**src/rtl/cgra0_conf_receiver.sv**
```systemverilog
// Per-PE config receiver: collects CONF_WORDS fragments, commits atomically, forwards every word (optional parity: CGRA_CONF_PARITY_EN).
// Latency: forward bus and commit both one cycle after the input word; no backpressure, accepts a word every cycle.
module cgra0_conf_receiver #(
  parameter logic [15:0] PE_ID      = 16'd0,
  parameter int          CONF_WORDS = 2
) (
  input  logic                       clk,
  input  logic                       rst,
  input  logic [63:0]                conf_in_bus,
  output logic [63:0]                conf_fwd_bus,
  output logic [CONF_WORDS*44-1:0]   conf_out,
  output logic                       conf_valid,
  output logic                       conf_loaded,
  output logic                       conf_err
);

  localparam int                    CW        = CONF_WORDS * 44;
  localparam logic [CONF_WORDS-1:0] MASK_FULL = '1;
  localparam logic [4:0]            NUM_FRAGS = 5'(CONF_WORDS);

  typedef enum logic {IDLE, COLLECT} state_e;

  logic [15:0] dest_id;
  logic [3:0]  frag_idx;
  logic [43:0] payload;
  logic        word_vld, id_hit, idx_ok, parity_ok, match, complete;

  assign dest_id  = conf_in_bus[15:0];
  assign frag_idx = conf_in_bus[19:16];
  assign word_vld = |conf_in_bus;
  assign id_hit   = (dest_id == PE_ID) || (dest_id == 16'hFFFF);
  assign idx_ok   = {1'b0, frag_idx} < NUM_FRAGS;

`ifdef CGRA_CONF_PARITY_EN
  // Bit 63 carries even parity over the whole word, so the top payload bit is stored as 0.
  assign payload   = {1'b0, conf_in_bus[62:20]};
  assign parity_ok = ~(^conf_in_bus);
`else
  assign payload   = conf_in_bus[63:20];
  assign parity_ok = 1'b1;
`endif

  assign match = word_vld & id_hit & idx_ok & parity_ok;

  state_e                state_q, state_d;
  logic [CONF_WORDS-1:0] mask_q, mask_d, mask_new;
  logic [CW-1:0]         shadow_q, shadow_d, merged;
  logic [CW-1:0]         out_q, out_d;
  logic                  valid_q, valid_d;
  logic                  loaded_q, loaded_d;
  logic [63:0]           fwd_q;

  // Shadow and mask as they would look with the current word folded in.
  always_comb begin
    merged   = shadow_q;
    mask_new = mask_q;
    for (int k = 0; k < CONF_WORDS; k++) begin
      if (frag_idx == 4'(k)) begin
        merged[k*44 +: 44] = payload;
        mask_new[k]        = 1'b1;
      end
    end
  end

  assign complete = match && (mask_new == MASK_FULL);

  always_comb begin
    state_d  = state_q;
    mask_d   = mask_q;
    shadow_d = shadow_q;
    out_d    = out_q;
    valid_d  = 1'b0;
    loaded_d = loaded_q;
    if (match) begin
      shadow_d = merged;
      mask_d   = mask_new;
    end
    if (complete) begin
      out_d    = merged;
      valid_d  = 1'b1;
      loaded_d = 1'b1;
      mask_d   = '0;
    end
    case (state_q)
      IDLE:    if (match && !complete) state_d = COLLECT;
      COLLECT: if (complete)           state_d = IDLE;
    endcase
  end

  always_ff @(posedge clk) begin
    if (!rst) begin
      state_q  <= IDLE;
      mask_q   <= '0;
      shadow_q <= '0;
      out_q    <= '0;
      valid_q  <= 1'b0;
      loaded_q <= 1'b0;
      fwd_q    <= '0;
    end else begin
      state_q  <= state_d;
      mask_q   <= mask_d;
      shadow_q <= shadow_d;
      out_q    <= out_d;
      valid_q  <= valid_d;
      loaded_q <= loaded_d;
      fwd_q    <= conf_in_bus;
    end
  end

`ifdef CGRA_CONF_PARITY_EN
  logic err_q, err_d;

  assign err_d = err_q | (word_vld & ~parity_ok);

  always_ff @(posedge clk) begin
    if (!rst) err_q <= 1'b0;
    else      err_q <= err_d;
  end

  assign conf_err = err_q;
`else
  assign conf_err = 1'b0;
`endif

  assign conf_fwd_bus = fwd_q;
  assign conf_out     = out_q;
  assign conf_valid   = valid_q;
  assign conf_loaded  = loaded_q;

endmodule

```
**config.mk**
```make
export PLATFORM = sky130hd
export DESIGN_NAME = cgra0_conf_receiver
export DESIGN_NICKNAME = d
export VERILOG_FILES = /design/src/rtl/cgra0_conf_receiver.sv
export SDC_FILE = /design/constraint.sdc
export NUM_CORES = 1
export LEC_CHECK = 0
export CAP_MARGIN = 20
export CORE_AREA = 2 2 169 122
export CTS_CLUSTER_DIAMETER = 30
export DETAILED_ROUTE_END_ITERATION = 6
export DIE_AREA = 0 0 171 124
export GPL_ROUTABILITY_DRIVEN = 0
export MAX_ROUTING_LAYER = met4
export PLACE_DENSITY = 0.75
export SLEW_MARGIN = 20
export SYNTH_ARGS = -nofsm -noshare
export SYNTH_HDL_FRONTEND = slang
export SYNTH_SLANG_ARGS = --single-unit
```
**constraint.sdc**
```tcl
create_clock -name clk -period 2.73 [get_ports clk]
set_clock_uncertainty 0.2 [all_clocks]
set_input_delay 0.546 -clock clk [delete_from_list [all_inputs] [get_ports clk]]
set_output_delay 0.546 -clock clk [all_outputs]
set_load 0.01 [all_outputs]
```
# == Word level (Yosys, flattened, before mapping) ==
# Cells that the tools add are included.
# totals
in_bits,66
output_inout_bits,155
word_cells,24
register_bits,244
# classes
n_mux,5
magnitude_cmp,1
reduce_logical,6
eq_ne,3
n_bitwise,3
# ops
operator,n
two-way mux 44 bit,2
OR reduction 64 bit,1
equality test 16 bit (second input constant),1
zero test 16 bit,1
equality test 4 x 1 -> 1 bit (second input constant),1
zero test 4 bit,1
< comparator 4 x 2 -> 1 bit (second input constant),1
two-way mux 1 bit,3
AND 1 bit,2
equality test 2 bit (second input constant),1
OR reduction 2 bit,1
logical AND 1 bit,1
logical OR 1 bit,1
inverter 1 bit,1

# == Depth between registers and ports, before layout ==
# depth
ltp_word,6
ltp_mapped,8
ltp_nobuf,5

# == Worst setup path after synthesis ==
# Ideal clock, no wire load.
# synth_timing
path_type,in2reg
start,in conf_in_bus[14]
end,reg shadow_q[54]
n_path_buf,3
required_time_ns,2.458
t_arrival_ns,2.120
stages,8
setup_ns,0.072
path_slack_ns,0.339
cell_sequence,nand4_1 or4_1 and2_1 nor3_1 buf_2 buf_4 buf_6 mux2i_1
# synth_via
elab_chain_len,4
elab_cells_between_ends,6
cone_classes,eq/ne: 1; bitwise: 2; reduce/logical: 3
# synth_lines
item,line,source
from (decl),9,"input logic [63:0] conf_in_bus,"
equality test 16 bit / zero test 16 bit (equally long branches),31,assign id_hit = (dest_id == PE_ID) || (dest_id == 16'hFFFF);
logical OR 1 bit,31,
AND 1 bit (*) (2 in a row),43,assign match = word_vld & id_hit & idx_ok & parity_ok;
to (signal assigned),102,shadow_q <= shadow_d;
to (decl),47,"logic [CW-1:0] shadow_q, shadow_d, merged;"
# Mark *: on every way between the ends. The rest lies on a longest branch, timed or not.
# A chain may end at the register's enable or synchronous reset.

# == Worst setup path after layout ==
# layout_timing
start,in conf_in_bus[58]
end,"reg loaded_q, in the netlist conf_loaded"
# layout_via
elab_chain_len,4
# layout_lines
item,line,source
OR reduction 64 bit,30,assign word_vld = |conf_in_bus;
AND 1 bit (2 in a row),43,
logical AND 1 bit,65,assign complete = match && (mask_new == MASK_FULL);
to (signal assigned),105,loaded_q <= loaded_d;
to (decl),50,"logic loaded_q, loaded_d;"
# Every way passes these cells.

==> flow_results.org <==
** Run status
- The flow ran to the end, and the final reports show no timing, DRC or antenna violations.

** Route
- After detailed routing, the number of vias per cell comes to 4.96.
- Dividing the detail-routed wire length by the instance count gives 15.9 um.
- The detail route stage leaves a number of antenna-violating nets equal to 0.
- Via count :: 7613
- For this run, the detailed router's first-pass iteration total came to 5.
- After detailed routing, the number of remaining DRC violations is 0.
- Total routed wirelength :: 24.5 mm
- The first routing iteration left 345 violations.

** Setup path
- Crit path capture type :: flip-flop
- Cell with the largest stage delay on the worst path :: sky130_fd_sc_hd__nor4_1
- Sort of element at the start of the critical path :: input pin
- Counting cells, the worst reg-to-reg path comes to 5.
- The critical path runs through a total of 9 cells.
- R2r setup slk :: 1.12 ns
- Number of buffers and inverters on the critical path :: 4
- Worst EP arrival :: 2.87 ns
- Stage delay of the slowest cell on the critical path :: 0.70 ns
- In this run the worst path has a maximum fanout of 20.
- The setup path with the least slack is of type input pin to flip-flop.
- The critical path goes through clkdlybuf4s50_1, nor4_1, nand4_1, nor4_1, buf_4, nor4_4, buf_4, buf_12, o21a_1.
- Family with the most delay on the worst path :: simple AND/OR/NAND/NOR gates
- Required time of the worst setup path :: 2.92 ns

** Power
- Overall Power :: 9.38 mW
- Power spread over the standard cell area amounts to 659 nW/um^2.
- Across the VDD grid, the largest voltage drop is 429 uV.
- Summed over all cells, the static leakage comes to 5.17 nW.

** STA
- Least setup slack across all paths after layout :: 0.0479 ns
- Timing would allow up to 0.373 GHz.
- Unrepaired setup endpoints after global routing :: yes
- Slew @ Worst Pin :: 0.783 ns
- Setup-violating endpoint count in the final report :: 0
- Worst hold slack after final layout :: 0.253 ns
- Aggregate negative setup slack :: 0 ns
- Subtracting the final worst setup slack from the clock period gives 2.68 ns.
- Max-slew headroom at the worst pin :: 0.473
- The count of final hold-check violations came to 0.
- Final cycle utilization of the critical path :: 0.982
- The count of final max-slew check failures is 0.

** Clocking
- Clock latency on the worst-skew pair, taken at its later pin, is 0.51 ns.
- Clock-pin slew was measured on the worst setup and hold paths at 0.05 ns.
- Master cell of the clock root buffer :: sky130_fd_sc_hd__clkbuf_16
- TritonCTS built the clock tree.
- Clock buffer depth :: 3
- CTS Buf Count :: 40
- The H-tree generated during clock tree synthesis spans 2 levels.
- CTS sink cnt :: 244
- After clock tree synthesis, the flow added hold-fix buffers numbering 0.

** Synth
- The synthesized netlist contains 22 unique library cells.
- Yosys reg bits :: 244
- Synthesized net count :: 1011
- The synthesized netlist occupies a cell area of 9620 um^2.
- Number of cells produced by synthesis :: 945
- Library cell with the highest instance count after synthesis :: sky130_fd_sc_hd__nand2_1
- The synthesized design contains 0 enable-type register cells.
- The most used flip-flop cell after synthesis is sky130_fd_sc_hd__dfxtp_1.
- Sorting the synthesized cells by how often they occur yields sky130_fd_sc_hd__nand2_1, sky130_fd_sc_hd__dfxtp_1, sky130_fd_sc_hd__mux2i_1.
- Synth top area cells :: sky130_fd_sc_hd__dfxtp_1, sky130_fd_sc_hd__mux2i_1, sky130_fd_sc_hd__nand2_1, sky130_fd_sc_hd__mux2_2, sky130_fd_sc_hd__and2_1
- The Yosys step of the flow raised 0 warnings.
- Part of the Yosys area used for sequential elements :: 0.508
- Of the post-synthesis cell area, the dominant cell type holds 0.508.
- Share of synthesized flip-flops with an asynchronous set or reset :: 0
- A synthesized cell averages 10.2 um^2.
- The synthesized design spends more area on one cell type than any other, namely sky130_fd_sc_hd__dfxtp_1.

** Global route
- For this run, the total global-route usage over all layers was measured as 0.235.
- Number of global-route vias before repair :: 7680
- Wire length of the first global-routing pass :: 38.6 mm
- The number of antenna violations at the first check in global routing came to 1.
- Entering global routing, the biggest net connects 109 pins.
- Global routing finished with a remaining overflow of 0.

** Floorplanning
- In this run the count of I/O pins placed on the die edge is 221.
- Count of standard-cell rows :: 43
- Starting utilization of the core area :: 0.494
- After floorplanning, the core was sized to cover 19500 um^2.
- The die is 171 um wide.
- Die Y-Extent :: 124 um
- Die outline area :: 21200 um^2

** Cells and area
- Nets :: 1302
- Fraction of layout cells with a size suffix above 1 :: 0.203
- After routing the design area is 14200 um^2.
- The count of cells in the finished layout, fillers not included, comes to 1536.
- Relative to the synthesized area, the layout overhead comes to 48.0%.
- Measured on the finished design, the core utilization comes to 0.731.

** Place
- Including well taps, the total number of placed cells is 1464.
- Prior to clock tree synthesis, the placed netlist has a worst setup slack of -0.522 ns.
- Summing all placed instances gives a cell area of 12800 um^2.
- After legalization and detailed placement, the total HPWL measured 16.8 mm.
- Buffers added on ports :: 219

** Hold path
- Hold-critical path depth :: 2
- In this run the worst hold path is classified as flip-flop to flip-flop.

** Run
- # Max-Cap Violations :: 0
==> repair_timing <==
| action | in CTS | in global routing |
|---|---|---|
| setup endpoints to repair | 0 | 135 |
| buffers inserted | 0 | 0 |
| resized for setup | 0 | 5 |
==> logic make-up (layout without fill, tap and decap cells) <==
kind of cell / after synthesis / in the layout / synth area share
AO/OA/AOI/OAI: 2 / 2 / 0.00130
buffers and inverters: 67 / 387 / 0.0329
flip-flops: 244 / 244 / 0.508
multiplexers: 266 / 266 / 0.288
other: 1 / 2 / 0.000390
AND/OR/NAND/NOR: 365 / 365 / 0.169
==> worst paths after layout <==
path | end | start
setup reg to reg | conf_out[46] | mask_q[1]
hold reg to reg | conf_out[36] | conf_out[36]
setup / recovery | conf_loaded | conf_in_bus[58]
hold / removal | conf_out[36] | conf_out[36]
==> routing by layer <==
metal | vias up | share of wire | GRT usage
met3 | 29 | 0.066 | 0.0569
li1 | 3759 | - | -
met2 | 206 | 0.45 | 0.375
met4 | 0 | 0.012 | 0.0551
met5 | - | 0 | -
met1 | 3619 | 0.47 | 0.304
==> sequential cells by signal, indices dropped and copies added, names as in the netlist <==
name	cells
conf_fwd_bus	64
conf_loaded	1
conf_out	88
conf_valid	1
mask_q	2
shadow_q	88
==> area by class of cell <==
class,count,area [um^2]
multi-input combinational,634,4450
antenna,1,2.50
clock buffer,52,1150
sequential,244,4880
inverter,1,3.75
tap,270,338
fill,1406,5240
clock inverter,19,278
timing repair buffer,315,3130
==> power by group <==
part	internal [mW]	leakage [nW]	switching (mW)
registers	3.62	1.98	0.0137
logic	0.288	2.50	0.231
clock network	3.53	0.690	1.70
total	7.44	5.17	1.95
==> worst reg2reg max path, stage by stage, from the launching register on <==
cell and delay [ns]:
sky130_fd_sc_hd__dfxtp_1 0.37, sky130_fd_sc_hd__mux2i_1 0.12, sky130_fd_sc_hd__nor4_4 0.21, sky130_fd_sc_hd__buf_4 0.21, sky130_fd_sc_hd__buf_12 0.19, sky130_fd_sc_hd__mux2i_1 0.22
==> placed cells by master, fill, tap and decap left out, drive strengths merged, types with 2 or more instances in the layout <==
cell type	count
bufinv	6
clkbuf	52
clkinvlp	4
mux2i	178
buf	97
nand2	267
nor4	18
nor2	2
nand4	8
clkinv	9
and2	66
dfxtp	244
mux2	88
clkdlybuf4s50	218
Power figures use the tool's default switching activity.
